### src/rtl/mult_rs.sv
// mult_rs: reservation station in front of a single non-pipelined multiplier.
// Holds dispatched ops, wakes sources from the CDB and issues one ready op at a time.
module mult_rs #(
  parameter int PHYS_REG_BITS = 6,
  parameter int ROB_IDX_BITS  = 4,
  parameter int DEPTH         = 4
) (
  input  logic                     clk,
  input  logic                     rst_n,
  input  logic                     dispatch_valid,
  output logic                     dispatch_ready,
  input  logic [2:0]               dispatch_funct3,
  input  logic [PHYS_REG_BITS-1:0] dispatch_ps1,
  input  logic [PHYS_REG_BITS-1:0] dispatch_ps2,
  input  logic                     dispatch_ps1_rdy,
  input  logic                     dispatch_ps2_rdy,
  input  logic [PHYS_REG_BITS-1:0] dispatch_pd,
  input  logic [ROB_IDX_BITS-1:0]  dispatch_rob_idx,
  input  logic                     cdb_valid,
  input  logic [PHYS_REG_BITS-1:0] cdb_pd,
  input  logic                     fu_valid,
  input  logic                     flush,
  output logic                     issue_valid,
  output logic [2:0]               issue_funct3,
  output logic [PHYS_REG_BITS-1:0] issue_ps1,
  output logic [PHYS_REG_BITS-1:0] issue_ps2,
  output logic [PHYS_REG_BITS-1:0] issue_pd,
  output logic [ROB_IDX_BITS-1:0]  issue_rob_idx
);
  localparam int IDX_BITS = (DEPTH > 1) ? $clog2(DEPTH) : 1;
  localparam logic [DEPTH-1:0] ONE_HOT0 = {{(DEPTH-1){1'b0}}, 1'b1};

  typedef logic [PHYS_REG_BITS-1:0] tag_t;
  typedef logic [ROB_IDX_BITS-1:0]  rob_t;
  typedef logic [IDX_BITS-1:0]      idx_t;

  logic [DEPTH-1:0] valid_q, valid_d, rdy1_q, rdy1_d, rdy2_q, rdy2_d;
  logic [2:0]       funct3_q [DEPTH];
  logic [2:0]       funct3_d [DEPTH];
  tag_t             ps1_q [DEPTH];
  tag_t             ps1_d [DEPTH];
  tag_t             ps2_q [DEPTH];
  tag_t             ps2_d [DEPTH];
  tag_t             pd_q  [DEPTH];
  tag_t             pd_d  [DEPTH];
  rob_t             rob_q [DEPTH];
  rob_t             rob_d [DEPTH];

  logic       busy_q, busy_d;
  logic       iss_valid_q, iss_valid_d;
  logic [2:0] iss_funct3_q, iss_funct3_d;
  tag_t       iss_ps1_q, iss_ps1_d, iss_ps2_q, iss_ps2_d, iss_pd_q, iss_pd_d;
  rob_t       iss_rob_q, iss_rob_d;

  logic [DEPTH-1:0] cand_s, disp_mask_s, iss_mask_s;
  idx_t             free_idx_s, sel_idx_s;
  logic             sel_found_s, do_dispatch_s, do_issue_s, disp_r1_s, disp_r2_s;

  assign cand_s         = valid_q & rdy1_q & rdy2_q;
  assign dispatch_ready = ~&valid_q;
  assign do_dispatch_s  = dispatch_valid & dispatch_ready & ~flush;
  assign do_issue_s     = sel_found_s & ~busy_q & ~flush;
  assign disp_mask_s    = do_dispatch_s ? (ONE_HOT0 << free_idx_s) : {DEPTH{1'b0}};
  assign iss_mask_s     = do_issue_s ? (ONE_HOT0 << sel_idx_s) : {DEPTH{1'b0}};

  // Tag 0 is the hard-wired zero register, so it never needs a wakeup.
  assign disp_r1_s = dispatch_ps1_rdy | (dispatch_ps1 == '0) | (cdb_valid & (cdb_pd == dispatch_ps1));
  assign disp_r2_s = dispatch_ps2_rdy | (dispatch_ps2 == '0) | (cdb_valid & (cdb_pd == dispatch_ps2));

  // Lowest-index free slot and lowest-index fully ready slot (scan downward so lowest wins).
  always_comb begin
    free_idx_s  = '0;
    sel_idx_s   = '0;
    sel_found_s = 1'b0;
    for (int i = DEPTH - 1; i >= 0; i--) begin
      free_idx_s  = valid_q[i] ? free_idx_s : idx_t'(i);
      sel_idx_s   = cand_s[i] ? idx_t'(i) : sel_idx_s;
      sel_found_s = sel_found_s | cand_s[i];
    end
  end

  // Per-entry next state: dispatch write, CDB wakeup, issue release, flush clear.
  always_comb begin
    valid_d  = valid_q;
    rdy1_d   = rdy1_q;
    rdy2_d   = rdy2_q;
    funct3_d = funct3_q;
    ps1_d    = ps1_q;
    ps2_d    = ps2_q;
    pd_d     = pd_q;
    rob_d    = rob_q;
    for (int i = 0; i < DEPTH; i++) begin
      if (flush) begin
        valid_d[i] = 1'b0;
      end else if (disp_mask_s[i]) begin
        valid_d[i] = 1'b1;
      end else if (iss_mask_s[i]) begin
        valid_d[i] = 1'b0;
      end else begin
        valid_d[i] = valid_q[i];
      end
      if (disp_mask_s[i]) begin
        funct3_d[i] = dispatch_funct3;
        ps1_d[i]    = dispatch_ps1;
        ps2_d[i]    = dispatch_ps2;
        pd_d[i]     = dispatch_pd;
        rob_d[i]    = dispatch_rob_idx;
        rdy1_d[i]   = disp_r1_s;
        rdy2_d[i]   = disp_r2_s;
      end else begin
        rdy1_d[i] = rdy1_q[i] | (valid_q[i] & cdb_valid & (ps1_q[i] == cdb_pd));
        rdy2_d[i] = rdy2_q[i] | (valid_q[i] & cdb_valid & (ps2_q[i] == cdb_pd));
      end
    end
  end

  // Issue register and multiplier-busy tracking; a stray fu_valid while idle is harmless.
  always_comb begin
    iss_funct3_d = iss_funct3_q;
    iss_ps1_d    = iss_ps1_q;
    iss_ps2_d    = iss_ps2_q;
    iss_pd_d     = iss_pd_q;
    iss_rob_d    = iss_rob_q;
    if (do_issue_s) begin
      iss_valid_d  = 1'b1;
      iss_funct3_d = funct3_q[sel_idx_s];
      iss_ps1_d    = ps1_q[sel_idx_s];
      iss_ps2_d    = ps2_q[sel_idx_s];
      iss_pd_d     = pd_q[sel_idx_s];
      iss_rob_d    = rob_q[sel_idx_s];
    end else begin
      iss_valid_d = 1'b0;
    end
    if (flush) begin
      busy_d = 1'b0;
    end else if (do_issue_s) begin
      busy_d = 1'b1;
    end else if (fu_valid) begin
      busy_d = 1'b0;
    end else begin
      busy_d = busy_q;
    end
  end

  // State registers with synchronous active-low reset.
  always_ff @(posedge clk) begin
    if (!rst_n) begin
      valid_q      <= '0;
      rdy1_q       <= '0;
      rdy2_q       <= '0;
      funct3_q     <= '{default: '0};
      ps1_q        <= '{default: '0};
      ps2_q        <= '{default: '0};
      pd_q         <= '{default: '0};
      rob_q        <= '{default: '0};
      busy_q       <= 1'b0;
      iss_valid_q  <= 1'b0;
      iss_funct3_q <= 3'b000;
      iss_ps1_q    <= '0;
      iss_ps2_q    <= '0;
      iss_pd_q     <= '0;
      iss_rob_q    <= '0;
    end else begin
      valid_q      <= valid_d;
      rdy1_q       <= rdy1_d;
      rdy2_q       <= rdy2_d;
      funct3_q     <= funct3_d;
      ps1_q        <= ps1_d;
      ps2_q        <= ps2_d;
      pd_q         <= pd_d;
      rob_q        <= rob_d;
      busy_q       <= busy_d;
      iss_valid_q  <= iss_valid_d;
      iss_funct3_q <= iss_funct3_d;
      iss_ps1_q    <= iss_ps1_d;
      iss_ps2_q    <= iss_ps2_d;
      iss_pd_q     <= iss_pd_d;
      iss_rob_q    <= iss_rob_d;
    end
  end

  assign issue_valid   = iss_valid_q;
  assign issue_funct3  = iss_funct3_q;
  assign issue_ps1     = iss_ps1_q;
  assign issue_ps2     = iss_ps2_q;
  assign issue_pd      = iss_pd_q;
  assign issue_rob_idx = iss_rob_q;

endmodule

### config.mk
export PLATFORM = sky130hd
export DESIGN_NAME = mult_rs
export DESIGN_NICKNAME = d
export VERILOG_FILES = /design/src/rtl/mult_rs.sv
export SDC_FILE = /design/constraint.sdc
export NUM_CORES = 1
export LEC_CHECK = 0
export BUFFER_PORTS_ARGS = -buffer_cell sky130_fd_sc_hd__buf_2
export CAP_MARGIN = 10
export CORE_MARGIN = 3
export CORE_UTILIZATION = 55
export CTS_CLUSTER_SIZE = 25
export DETAILED_ROUTE_END_ITERATION = 8
export GPL_TIMING_DRIVEN = 0
export PLACE_DENSITY = 0.85
export SLEW_MARGIN = 30
export SYNTH_ARGS = -nofsm -noshare
export SYNTH_HDL_FRONTEND = slang
export SYNTH_SLANG_ARGS = --single-unit
### constraint.sdc
create_clock -name clk -period 2.1 [get_ports clk]
set_clock_uncertainty 0.05 [all_clocks]
set_input_delay 0.21 -clock clk [delete_from_list [all_inputs] [get_ports clk]]
set_output_delay 0.21 -clock clk [all_outputs]
set_load 0.05 [all_outputs]
; ---- After elaboration in Yosys (flattened, before gate mapping)
; Index checks and enable logic that the tools add are counted.
[totals]
memories = 0
romBits = 0
ff_bits = 139
wordCells = 139
latch_bits = 0
ramBits = 0
[classes]
mux = 44
multipliers = 0
reduce_logical = 10
div_mod_pow = 0
bitwise = 39
shifts = 2
eq_ne = 10
order_cmp = 1
add_sub_neg = 0
[op_table]
columns = operator, n
row1 = == test 6 bit, 10
row2 = binary-select mux 6 bit (select 2 bit), 3
row3 = two-way mux 6 bit, 6
row4 = two-way mux 1 bit, 19
row5 = bitwise AND 1 bit, 18
row6 = two-way mux 2 bit, 8
row7 = two-way mux 4 bit, 4
row8 = OR 1 bit, 15
row9 = zero test 6 bit, 2
row10 = nonzero test 2 bit, 5
row11 = bitwise AND 4 bit, 2
row12 = binary-select mux 4 bit (select 2 bit), 1
row13 = left shift 1 x 2 -> 4 bit (first input constant), 2
row14 = binary-select mux 3 bit (select 2 bit), 1
row15 = two-way mux 3 bit, 2
row16 = AND reduction 4 bit, 1
row17 = greater-or-equal comparator 3 bit (second input constant), 1
row18 = NOT 1 bit, 3
row19 = NOT 2 -> 3 bit, 1
row20 = OR reduction 2 bit, 1
row21 = zero test 1 bit, 1

; ---- Longest topological paths before layout
; Gate-level depths: netlist of the first run.
[logic_depth]
depth_word = 10
mapped_depth = 7
mapped_depth_nobuf = 4

; ---- Worst setup path after synthesis of the first run
; OpenSTA, ideal clock, no wires.
[synth_path]
kind = reg-to-reg
startpoint = reg valid_q[0]
endpoint = reg ps1_q[0] (netlist bit)
arrival_time_ns = 1.380
stages_incl_launch_ff = 8
setup_time_ns = 0.132
path_buffers = 3
slack_ns = 0.537
required_ns = 1.918
path_cell_list = dfxtp_1 > buf_2 > nand3_1 > or3_1 > buf_2 > clkbuf_1 > nand2_1 > a21oi_1
[synth_between]
elab_chain_cells = 5
elab_cells_between_ends = 7
cone_classes = 1 x shift / 2 x mux / 2 x bitwise / 2 x reduce/logical
[synth_rtl]
columns = item, line_no
row1 = start: declaration, 37  ; logic [DEPTH-1:0] valid_q, valid_d, rdy1_q, rdy1_d, rdy2_q, rdy2_d;
row2 = start signal: assignment, 164  ; valid_q <= valid_d;
row3 = AND reduction 4 bit, 60  ; assign dispatch_ready = ~&valid_q;
row4 = zero test 1 bit, 60
row5 = bitwise AND 1 bit (2 in a row), 61  ; assign do_dispatch_s = dispatch_valid & dispatch_ready & ~flush;
row6 = two-way mux 4 bit *, 63  ; assign disp_mask_s = do_dispatch_s ? (ONE_HOT0 << free_idx_s) : {DEPTH{1'b0}};
row7 = end signal: assignment, 168  ; ps1_q <= ps1_d;
row8 = end: declaration, 40  ; tag_t ps1_q [DEPTH];
; Every way passes the cells marked *; elsewhere a longest branch is shown, timed or not.
; A chain may end at the register's enable or synchronous reset.

; ---- Worst setup path after layout of the first run
[layout_path]
startpoint = reg valid_q[2]
endpoint = reg iss_ps2_q[2], in the netlist issue_ps2[2]
[layout_between]
elab_chain_cells = 9
elab_cells_between_ends = 14
cone_classes = 6 x mux / 8 x bitwise
[layout_rtl]
columns = item, line_no
row1 = bitwise AND 4 bit * (2 in a row), 59  ; assign cand_s = valid_q & rdy1_q & rdy2_q;
row2 = two-way mux 2 bit (3 in a row), 77  ; sel_idx_s = cand_s[i] ? idx_t'(i) : sel_idx_s;
row3 = NOT 2 -> 3 bit (implied by the code), 128  ; iss_ps2_d = ps2_q[sel_idx_s];
row4 = binary-select mux 6 bit (select 2 bit), 128
row5 = two-way mux 6 bit (implied by the code) (2 in a row), 128
row6 = end signal: assignment, 176  ; iss_ps2_q <= iss_ps2_d;
row7 = end: declaration, 52  ; tag_t iss_ps1_q, iss_ps1_d, iss_ps2_q, iss_ps2_d, iss_pd_q, iss_pd_d;
; Every way passes the cells marked *; elsewhere a longest branch is shown, timed or not. The select of a mux whose other input is x is not followed.

==> impl_metrics.csv, run 1 <==
group,metric,value,unit
synthesis,async_reset_ff_share,0,%
floorplan,die_w,113,um
synthesis,synthMostInstantiatedCell,"nand2_1",
sta,hold_viol_final,0,
sta,fin_hold_ws,0.00116,ns
critical_path,crit_slowest_cell,"dfxtp_1",
cells_and_area,register_area,0.00278,mm2
floorplan,core_area,0.0110,mm2
clock_network,cts_sinks,139,
critical_path,crit_top_cell,"a31oi_1",
synthesis,synth_nets,846,
synthesis,synth.area.top_cells,"dfxtp_1 44%, nand2_1 14%, a21oi_1 8.4%, xor2_1 5.0%, a31oi_1 4.9%",
critical_path,critical_path_peak_fanout,10,
routing,routed_wl,20200,um
critical_path,worst_r2r_endpoint,"issue_ps2[2]$_SDFFE_PN0P_",
critical_path,crit_path_start,"valid_q[2]$_SDFFE_PP0P_",
critical_path,cp-start-kind,"register",
placed_design,postPlaceCellArea,0.00678,mm2
synthesis,synth-seq-cells,139,
synthesis,synth_top_area_share,44.1,%
routing,num_vias,6473,
power,power_density,841,mW/mm2
sta,rsz0062_at_grt,"true",
synthesis,yosys_warnings,0,
synthesis,synthFlopType,"dfxtp_1",
global_route,grt_pass1_wl,31400,um
sta,fin_crit,2.03,ns
min_path,hp-class,"in2reg",
placed_design,place_inst,1005,
clock_network,clk_latency,0.43,ns
sta,finalCritPeriodShare,96.5,%
critical_path,required,2.40,ns
synthesis,yosysSeqAreaShare,44.1,%
routing,ant_nets,0,
critical_path,path_cells,"and3_1 -> buf_2 -> clkbuf_1 -> a31oi_1 -> a31oi_1",
placed_design,dp_hpwl,13300,um
power,leakage,2.92,nW
cells_and_area,fin_cells,1040,
sta,fin_tns_setup,0,ns
clock_network,cts_tree,"yes",
floorplan,row_count,38,
global_route,grt_overflow,0,
run_status,outcome,"finished clean",
routing,drcViolationCount,0,
floorplan,die_h,113,um
global_route,grt_max_degree,17,
sta,relSlewSlack,51.1,%
routing,drtPass1Iterations,5,
cells_and_area,nNetsFinal,926,
routing,drtIter0Drc,743,
cells_and_area,fin_area,0.00746,mm2
synthesis,synth_edf_count,0,
synthesis,yosysUniqueCellTypes,37,
synthesis,synth_cells,807,
floorplan,start_util,57.3,%
job,maxCapViolations,0,
sta,max_freq,494,MHz
critical_path,slowest_delay,0.51,ns
critical_path,r2r-start,"valid_q[2]$_SDFFE_PP0P_",
synthesis,synthesis.area,0.00632,mm2
critical_path,endpoint_kind,"register",
placed_design,port_buffers,58,
global_route,grt_pass1_vias,6123,
critical_path,reg2reg_depth,5,
critical_path,crit_type,"reg2reg",
cells_and_area,antenna_cells,0,
routing,drt-vias-per-instance,6.22,
critical_path,crit_end,"issue_ps2[2]$_SDFFE_PN0P_",
cells_and_area,final.fill_count,898,
placed_design,gp_congestion,0.942,
synthesis,synth_top_area_cell,"dfxtp_1",
cells_and_area,area_growth,18.1,%
critical_path,cp.arrival,2.32,ns
cells_and_area,finish.utilization,67.6,%
sta,worst_pin_slew,0.734,ns
synthesis,synth_commonest_cells,"232 x nand2_1, 139 x dfxtp_1, 106 x a21oi_1",
critical_path,r2r_slack,0.07,ns
clock_network,cts.clk_slew.worst_paths,0.06,ns
synthesis,syn_avg_cell_area,7.83,um2
sta,slew_viol_final,0,
cells_and_area,multi_input_area,0.00323,mm2
sta,setup_viol,0,
floorplan,die_area,0.0128,mm2
clock_network,clockRootBuffer,"clkbuf_16",
clock_network,htree_levels,4,
cells_and_area,drive_gt1_share,14.8,%
global_route,track_usage,31.5,%
global_route,antenna_found_initial,0,
clock_network,numCtsBuffers,17,
routing,wl_per_cell,19.4,um
floorplan,io_pins,66,
power,worst_ir_drop_vdd,0.621,mV
clock_network,clock_path_buffers,2,
critical path: cells and delay by family (launching register included):
family	cells	cell delay, ns
AOI/OAI and AO/OA	2	0.40
buffers and inverters	2	0.79
DFF	1	0.51
and+or+nand+nor	1	0.21
stage by stage:
stage | power (W) | setup slack [ns]
6_report | 0.00627 | 0.0743
5_1_grt | 0.00642 | 0.000842
4_1_cts | 0.00625 | 0.00490
3_5_place_dp | 0.00311 | -0.127
3_3_place_gp | 0.00311 | -0.105
2_1_floorplan | 0.00297 | 0.537
report_power, final:
| part | internal (W) | switching, W |
|---|---|---|
| clock network | 0.00204 | 0.00116 |
| logic | 0.000125 | 0.000250 |
| registers | 0.00267 | 0.0000288 |
| total | 0.00484 | 0.00144 |
layout by cell type, fill, tap and decap left out, types with 3 or more instances in the layout:
| cell type | instances |
|---|---|
| nor2_1 | 13 |
| clkbuf_2 | 7 |
| buf_6 | 4 |
| clkinv_2 | 4 |
| nand4_1 | 9 |
| a31oi_1 | 49 |
| clkbuf_16 | 17 |
| bufinv_16 | 4 |
| o21ai_0 | 24 |
| buf_2 | 82 |
| dfxtp_1 | 139 |
| nor3_1 | 6 |
| clkbuf_1 | 35 |
| xor2_1 | 36 |
| and3_1 | 3 |
| a21o_1 | 24 |
| nand2_1 | 232 |
| a211oi_1 | 5 |
| nand3_1 | 6 |
| o22ai_1 | 25 |
| a21oi_1 | 106 |
| nor4_1 | 10 |
| xnor2_1 | 24 |
| a221oi_1 | 6 |
| clkinvlp_4 | 4 |
sequential cells by signal, summed over array words and instances, names as in the netlist, 6 cells and up:
signal,cells
rob_q,16
issue_ps2,6
pd_q,24
funct3_q,12
ps1_q,24
issue_ps1,6
issue_pd,6
ps2_q,24
worst min path at each step:
stage,startpoint,cells after the start,to
final,dispatch_funct3[2],3,funct3_q[5]$_SDFFE_PN0P_
after global routing,dispatch_pd[5],3,pd_q[5]$_SDFFE_PN0P_
after CTS,dispatch_pd[3],3,pd_q[3]$_SDFFE_PN0P_
after detailed placement,funct3_q[9]$_SDFFE_PN0P_,2,funct3_q[9]$_SDFFE_PN0P_
after global placement,funct3_q[9]$_SDFFE_PN0P_,2,funct3_q[9]$_SDFFE_PN0P_
after floorplan,dispatch_funct3[0],2,funct3_q[0]$_SDFFE_PN0P_
cell families after synthesis:
family                 synth area share, %
flip-flops                            44.1
buffers and inverters                 5.11
AND/OR/NAND/NOR                       19.6
AO/OA/AOI/OAI                         22.9
XOR/XNOR                              8.32
timing repair:
item	in CTS	in global routing
resized for setup	2	13
hold buffers	2	0
endpoints found under the hold margin	3	0
buffers inserted	0	1
endpoints found under the setup margin	20	30
pin swaps	1	1
cell type report:
type / count / area share, %
Timing Repair Buffer: 61 / 4.26
Sequential cell: 139 / 37.3
Tap cell: 140 / 2.35
Clock inverter: 12 / 2.28
Multi-Input combinational cell: 598 / 43.2
Buffer: 69 / 4.39
Clock buffer: 20 / 6.12
Inverter: 1 / 0.0503
metal layers:
metal  vias to the layer above  track usage (%)  routed length (um)
li1                       2959                -                   -
met1                      2965             40.4                8090
met2                       464             49.3                8980
met3                        85             7.49                2270
met4                         0             16.9                 834
met5                         -                0                   0
No activity file was read; power rests on OpenSTA's default activity.
==> inputs of run 2 (changes only) <==
--- a/config.mk
+++ b/config.mk
@@ -7,12 +7,15 @@
 export LEC_CHECK = 0
 export BUFFER_PORTS_ARGS = -buffer_cell sky130_fd_sc_hd__buf_2
 export CAP_MARGIN = 10
+export CELL_PAD_IN_SITES_DETAIL_PLACEMENT = 0
+export CELL_PAD_IN_SITES_GLOBAL_PLACEMENT = 1
 export CORE_MARGIN = 3
-export CORE_UTILIZATION = 55
+export CORE_UTILIZATION = 47
+export CTS_CLUSTER_DIAMETER = 100
 export CTS_CLUSTER_SIZE = 25
 export DETAILED_ROUTE_END_ITERATION = 8
 export GPL_TIMING_DRIVEN = 0
-export PLACE_DENSITY = 0.85
+export PLACE_DENSITY = 0.95
 export SLEW_MARGIN = 30
 export SYNTH_ARGS = -nofsm -noshare
 export SYNTH_HDL_FRONTEND = slang
==> constraint.sdc (replaced) <==
create_clock -name clk -period 2.5 [get_ports clk]
set_clock_uncertainty 0.05 [all_clocks]
set_input_delay 0.25 -clock clk [delete_from_list [all_inputs] [get_ports clk]]
set_output_delay 0.25 -clock clk [all_outputs]
set_load 0.05 [all_outputs]
==> run 2 against run 1 <==
  * Worst setup slack improved by 0.17 ns
  * Sequential cell count unchanged
  * Die area increased by 16%
  * Non-clock buffer count decreased by 3
  * Via count decreased by 3.0%
  * Power decreased by 16%
  * Routed wire length increased by 1.3%
  * Clock power decreased by 16%
  * Maximum frequency decreased by 10%
==> impl_metrics.csv, run 2 (same netlist as run 1, synthesis figures left out) <==
group,metric,value,unit
run_status,outcome,"finished clean",
global_route,use_met1,38.6,%
cells_and_area,fin_cells,1069,
sta,hold_viol_final,0,
power,worst_ir_drop_vdd,0.548,mV
sta,fin_crit,2.25,ns
sta,max_freq,443,MHz
placed_design,dp_hpwl,14000,um
global_route,met3_usage,5.48,%
critical_path,reg2reg_depth,5,
cells_and_area,final_common_cell,"nand2_1",
routing,drcViolationCount,0,
global_route,track_usage,28.3,%
sta,rsz0062_at_grt,"false",
floorplan,io_pins,66,
cells_and_area,area_growth,18.1,%
power,p_int,0.00407,W
floorplan,start_util,49.1,%
routing,drtIter0Drc,661,
routing,num_vias,6282,
global_route,grtUsageMet2,43.9,%
power,power_frac_clock,51.0,%
routing,ant_nets,0,
routing,drt-vias-per-instance,5.88,
cells_and_area,antenna_cells,0,
floorplan,row_count,41,
min_path,min_path_cells,3,
clock_network,clk_latency,0.43,ns
clock_network,postCtsSetupBuffers,0,
routing,routed_wl,20500,um
global_route,grt_max_degree,17,
sta,slew_viol_final,0,
critical_path,crit_type,"reg2reg",
sta,worst_pin_slew,0.757,ns
placed_design,port_buffers,58,
sta,setup_viol,0,
global_route,grt_pass1_wl,31900,um
cells_and_area,nNetsFinal,923,
clock_network,clock_path_buffers,2,
sta,relSlewSlack,49.5,%
power,power_density,707,mW/mm2
cells_and_area,drive_gt1_share,13.7,%
power,power_frac_comb,5.9,%
critical_path,cp.arrival,2.56,ns
floorplan,die_w,122,um
floorplan,die_area,0.0149,mm2
critical_path,critical_path_peak_fanout,10,
placed_design,place_inst,1037,
critical_path,slowest_delay,0.56,ns
min_path,hp-class,"in2reg",
cells_and_area,finish.utilization,57.9,%
routing,wl_per_cell,19.1,um
placed_design,gp_congestion,0.923,
cells_and_area,layout_common_cells,"232 x nand2_1, 139 x dfxtp_1, 106 x a21oi_1, 82 x buf_2, 49 x a31oi_1",
power,switching_share,22.9,%
clock_network,htree_levels,4,
power,power_frac_seq,43.0,%
power,switchingPower,0.00121,W
critical_path,endpoint_kind,"register",
critical_path,crit_slowest_cell,"a41oi_4",
global_route,antenna_found_initial,0,
global_route,grt-busiest-layer,"met2",
clock_network,cts_sinks,139,
global_route,grt_pass1_vias,5933,
routing,drtPass1Iterations,5,
clock_network,numCtsBuffers,17,
global_route,grt_overflow,0,
clock_network,cts_tree,"yes",
job,maxCapViolations,0,
critical_path,required,2.80,ns
clock_network,clockRootBuffer,"clkbuf_16",
critical_path,cp-start-kind,"register",
power,leakage,2.89,nW
sta,fin_tns_setup,0,ns
floorplan,die_h,122,um
sta,finalCritPeriodShare,90.2,%
floorplan,core_area,0.0129,mm2
critical_path,path_cells,"nand3_1 -> a41oi_4 -> clkbuf_1 -> o21ai_0 -> a31oi_1",
cells_and_area,reg_top3,"pd_q x24, ps1_q x24, ps2_q x24",
clock_network,cts.clk_slew.worst_paths,0.06,ns
==> run 2: final timing paths <==
path	startpoint	end	slack (ns)
hold reg to reg	pd_q[9]$_SDFFE_PN0P_	pd_q[9]$_SDFFE_PN0P_	0.41
setup reg to reg	rdy1_q[0]$_SDFF_PN0_	issue_pd[4]$_SDFFE_PN0P_	0.25
hold / removal	dispatch_funct3[0]	funct3_q[3]$_SDFFE_PN0P_	0.04
setup / recovery	rdy1_q[0]$_SDFF_PN0_	issue_pd[4]$_SDFFE_PN0P_	0.25
==> run 2: metal layers <==
metal	up-vias	wire, um
met2	311	9360
met4	0	597
met3	55	1680
met1	2959	8820
met5	-	0
li1	2957	-
==> run 2: through the flow <==
| step | cell area (um2) | hold WS (ns) | worst slack [ns] | power, W |
|---|---|---|---|---|
| 2_1_floorplan | 6320 | 0.336 | 0.937 | 0.00250 |
| 3_3_place_gp | 6820 | 0.393 | 0.210 | 0.00262 |
| 3_5_place_dp | 6820 | 0.398 | 0.237 | 0.00262 |
| 4_1_cts | 7450 | 0.0362 | 0.199 | 0.00528 |
| 5_1_grt | 7460 | 0.0493 | 0.103 | 0.00541 |
| 6_report | 7460 | 0.0449 | 0.245 | 0.00527 |
==> run 2: final cells by class <==
type                    instances  area [um2]
fillers                      1216        5420
multi-input cells             598        3220
flip-flops and latches        139        2780
clock buffers                  21         460
plain buffers                  69         319
repair buffers                 58         290
well taps                     172         215
clock inverters                11         166
inverters                       1        3.75
==> run 2: repair_timing <==
action	CTS	global route
resized for setup	0	1
endpoints found under the setup margin	0	1
hold buffers	0	0
endpoints found under the hold margin	0	0
==> run 2: power by group through the flow <==
stage / Combinational (W) / Clock (W) / Sequential (W)
3_3_place_gp: 0.000304 / 0 / 0.00231
5_1_grt: 0.000344 / 0.00280 / 0.00227
6_report: 0.000313 / 0.00269 / 0.00227
2_1_floorplan: 0.000183 / 0 / 0.00231
4_1_cts: 0.000308 / 0.00270 / 0.00227
3_5_place_dp: 0.000307 / 0 / 0.00232
==> run 2: worst max-delay path, delay by kind of cell, from the launching register on <==
family | cells | cell delay, ns
compound gates | 3 | 0.90
buf+inv | 1 | 0.48
flops | 1 | 0.35
simple gates | 1 | 0.39
==> inputs of run 3 (changes only) <==
--- a/config.mk
+++ b/config.mk
@@ -5,18 +5,18 @@
 export SDC_FILE = /design/constraint.sdc
 export NUM_CORES = 1
 export LEC_CHECK = 0
+export ABC_AREA = 1
 export BUFFER_PORTS_ARGS = -buffer_cell sky130_fd_sc_hd__buf_2
 export CAP_MARGIN = 10
 export CELL_PAD_IN_SITES_DETAIL_PLACEMENT = 0
 export CELL_PAD_IN_SITES_GLOBAL_PLACEMENT = 1
 export CORE_MARGIN = 3
-export CORE_UTILIZATION = 47
+export CORE_UTILIZATION = 45
 export CTS_CLUSTER_DIAMETER = 100
 export CTS_CLUSTER_SIZE = 25
 export DETAILED_ROUTE_END_ITERATION = 8
 export GPL_TIMING_DRIVEN = 0
 export PLACE_DENSITY = 0.95
-export SLEW_MARGIN = 30
 export SYNTH_ARGS = -nofsm -noshare
 export SYNTH_HDL_FRONTEND = slang
 export SYNTH_SLANG_ARGS = --single-unit
==> run 3 against run 2 <==
  * First-iteration DRC count rose by 41%
  * Critical path type unchanged
  * Register-to-register slack improved by 0.26 ns
  * Critical path depth up 3
  * Largest power group unchanged
  * Largest cell class unchanged
==> impl_metrics.csv, run 3 <==
group,metric,value,unit
run_status,outcome,"finished clean",
sta,max_freq,502,MHz
sta,worst_pin_slew,0.644,ns
synthesis,yosys_warnings,0,
power,power_density,655,mW/mm2
cells_and_area,nNetsFinal,1136,
cells_and_area,final_common_cell,"nand2_1",
placed_design,dp_hpwl,16600,um
clock_network,clock_path_buffers,2,
cells_and_area,fin_area,0.00776,mm2
placed_design,gp_congestion,0.919,
synthesis,syn_avg_cell_area,6.55,um2
global_route,antenna_found_initial,0,
critical_path,r2r_slack,0.51,ns
critical_path,reg2reg_depth,8,
floorplan,start_util,47.0,%
cells_and_area,final.fill_count,1471,
critical_path,worst-path-stages,8,
routing,drcViolationCount,0,
sta,hold_viol_final,0,
synthesis,synth.area.top_cells,"dfxtp_1 42%, nand2_1 13%, nor2_1 10%, o21ai_0 10%, a21oi_1 5.0%",
clock_network,cts.clk_slew.worst_paths,0.06,ns
clock_network,htree_levels,4,
clock_network,cts_resized,0,
synthesis,synth-seq-cells,139,
routing,num_vias,7005,
cells_and_area,fin_cells,1289,
floorplan,io_pins,66,
critical_path,crit_slowest_cell,"dfxtp_1",
sta,finalCritPeriodShare,79.8,%
power,leakage,3.48,nW
placed_design,postPlaceCellArea,0.00720,mm2
synthesis,synth_top_area_share,41.6,%
clock_network,clk_latency,0.43,ns
critical_path,path_buf_inv,1,
cells_and_area,antenna_cells,0,
synthesis,synth_commonest_cells,"228 x nand2_1, 184 x nor2_1, 139 x dfxtp_1",
clock_network,numCtsBuffers,17,
sta,rsz0062_at_grt,"false",
sta,fin_crit,1.99,ns
placed_design,place_inst,1258,
cells_and_area,drive_gt1_share,14.0,%
synthesis,synth_top_area_cell,"dfxtp_1",
synthesis,yosysUniqueCellTypes,32,
floorplan,die_w,128,um
floorplan,row_count,43,
synthesis,synth_nets,1059,
global_route,grt_max_degree,17,
job,maxCapViolations,0,
cells_and_area,area_growth,16.2,%
critical_path,critical_path_peak_fanout,10,
critical_path,crit_top_cell,"nor2_1",
critical_path,slowest_delay,0.48,ns
critical_path,required,2.75,ns
synthesis,yosysSeqAreaShare,41.6,%
synthesis,async_reset_ff_share,0,%
sta,slew_viol_final,0,
placed_design,port_buffers,58,
global_route,grt_pass1_vias,6251,
routing,ant_nets,0,
clock_network,postCtsSetupBuffers,0,
min_path,hp-class,"in2reg",
synthesis,synthMostInstantiatedCell,"nand2_1",
synthesis,synthesis.area,0.00668,mm2
clock_network,cts_sinks,139,
floorplan,die_area,0.0163,mm2
clock_network,clockRootBuffer,"clkbuf_16",
cells_and_area,layout_common_cells,"228 x nand2_1, 184 x nor2_1, 139 x dfxtp_1, 137 x o21ai_0, 92 x buf_2",
global_route,grt_pass1_wl,35100,um
global_route,track_usage,27.9,%
sta,fin_tns_setup,0,ns
critical_path,crit_type,"reg2reg",
synthesis,synthFlopType,"dfxtp_1",
critical_path,endpoint_kind,"register",
sta,setup_viol,0,
routing,drtIter0Drc,931,
routing,routed_wl,22600,um
critical_path,path_cells,"nand3_2 -> nand2_1 -> nor2_1 -> nor3_2 -> buf_2 -> o21ai_1 -> nor2_1 -> nor2_1",
power,worst_ir_drop_vdd,0.496,mV
critical_path,cp-start-kind,"register",
synthesis,synth_cells,1020,
critical_path,crit_end,"issue_ps1[1]$_SDFFE_PN0P_",
sta,relSlewSlack,56.9,%
floorplan,core_area,0.0142,mm2
critical_path,crit_path_start,"valid_q[2]$_SDFFE_PP0P_",
routing,wl_per_cell,17.5,um
clock_network,cts_tree,"yes",
critical_path,worst_r2r_endpoint,"issue_ps1[1]$_SDFFE_PN0P_",
cells_and_area,reg_top3,"pd_q x24, ps1_q x24, ps2_q x24",
routing,drt-vias-per-instance,5.43,
critical_path,cp.arrival,2.25,ns
clock_network,hold_buffers,0,
floorplan,die_h,128,um
critical_path,cp_top_family,"simple AND/OR/NAND/NOR gates",
routing,drtPass1Iterations,6,
critical_path,r2r-start,"valid_q[2]$_SDFFE_PP0P_",
global_route,grt_overflow,0,
synthesis,synth_edf_count,0,
==> run 3: cell type report <==
| class | count | area [um2] | share of cell area [%] |
|---|---|---|---|
| plain buffers | 60 | 284 | 3.66 |
| clock buffers | 18 | 439 | 5.66 |
| clock inverters | 13 | 128 | 1.64 |
| inverters | 91 | 342 | 4.40 |
| multi-input cells | 730 | 3270 | 42.2 |
| flip-flops and latches | 139 | 2780 | 35.8 |
| well taps | 180 | 225 | 2.90 |
| repair buffers | 58 | 290 | 3.74 |
==> run 3: worst min path at each step <==
stage	start	to	slack [ns]	depth (start not counted)
floorplan	dispatch_funct3[2]	funct3_q[11]$_SDFFE_PN0P_	0.33	2
global placement	rob_q[11]$_SDFFE_PN0P_	rob_q[11]$_SDFFE_PN0P_	0.39	2
detailed placement	rob_q[15]$_SDFFE_PN0P_	rob_q[15]$_SDFFE_PN0P_	0.40	2
CTS	fu_valid	busy_q$_SDFFE_PP0P_	0.01	4
global route	fu_valid	busy_q$_SDFFE_PP0P_	0.04	4
finish	fu_valid	busy_q$_SDFFE_PP0P_	0.03	4
==> run 3: worst min-delay path: cells and delay by family <==
| family | cells | cell delay, ns |
|---|---|---|
| compound gates | 1 | 0.05 |
| simple gates | 1 | 0.04 |
| buf+inv | 2 | 0.10 |
==> run 3: where the power goes <==
group          internal [W]  switching, W  leakage (nW)
Combinational      0.000106      0.000249          2.08
Sequential          0.00225     0.0000237          1.13
Clock               0.00147      0.000980         0.269
Total               0.00383       0.00125          3.48
==> run 3: per-stage QoR <==
stage               hold slack (ns)  setup slack [ns]  power [W]  utilization (%)
floorplan                     0.335              1.09    0.00252                -
global placement              0.386             0.597    0.00267             50.7
detailed placement            0.396             0.554    0.00267             50.7
CTS                          0.0131             0.541    0.00508             54.7
global route                 0.0408             0.311    0.00521             54.7
finish                       0.0331             0.506    0.00509             54.7
==> run 3: routing by layer <==
layer | global-route usage [%] | routed length [um] | vias up
met3 | 5.58 | 2470 | 33
met1 | 41.7 | 10300 | 3159
met5 | 0 | 0 | -
li1 | - | - | 3441
met2 | 40.5 | 9420 | 372
met4 | 8.55 | 425 | 0
==> run 3: logic make-up after synthesis <==
group | Yosys count | synth area share [%]
AO/OA/AOI/OAI | 232 | 17.8
flip-flops | 139 | 41.6
buffers and inverters | 151 | 9.36
XOR/XNOR | 5 | 0.656
AND/OR/NAND/NOR | 493 | 30.6
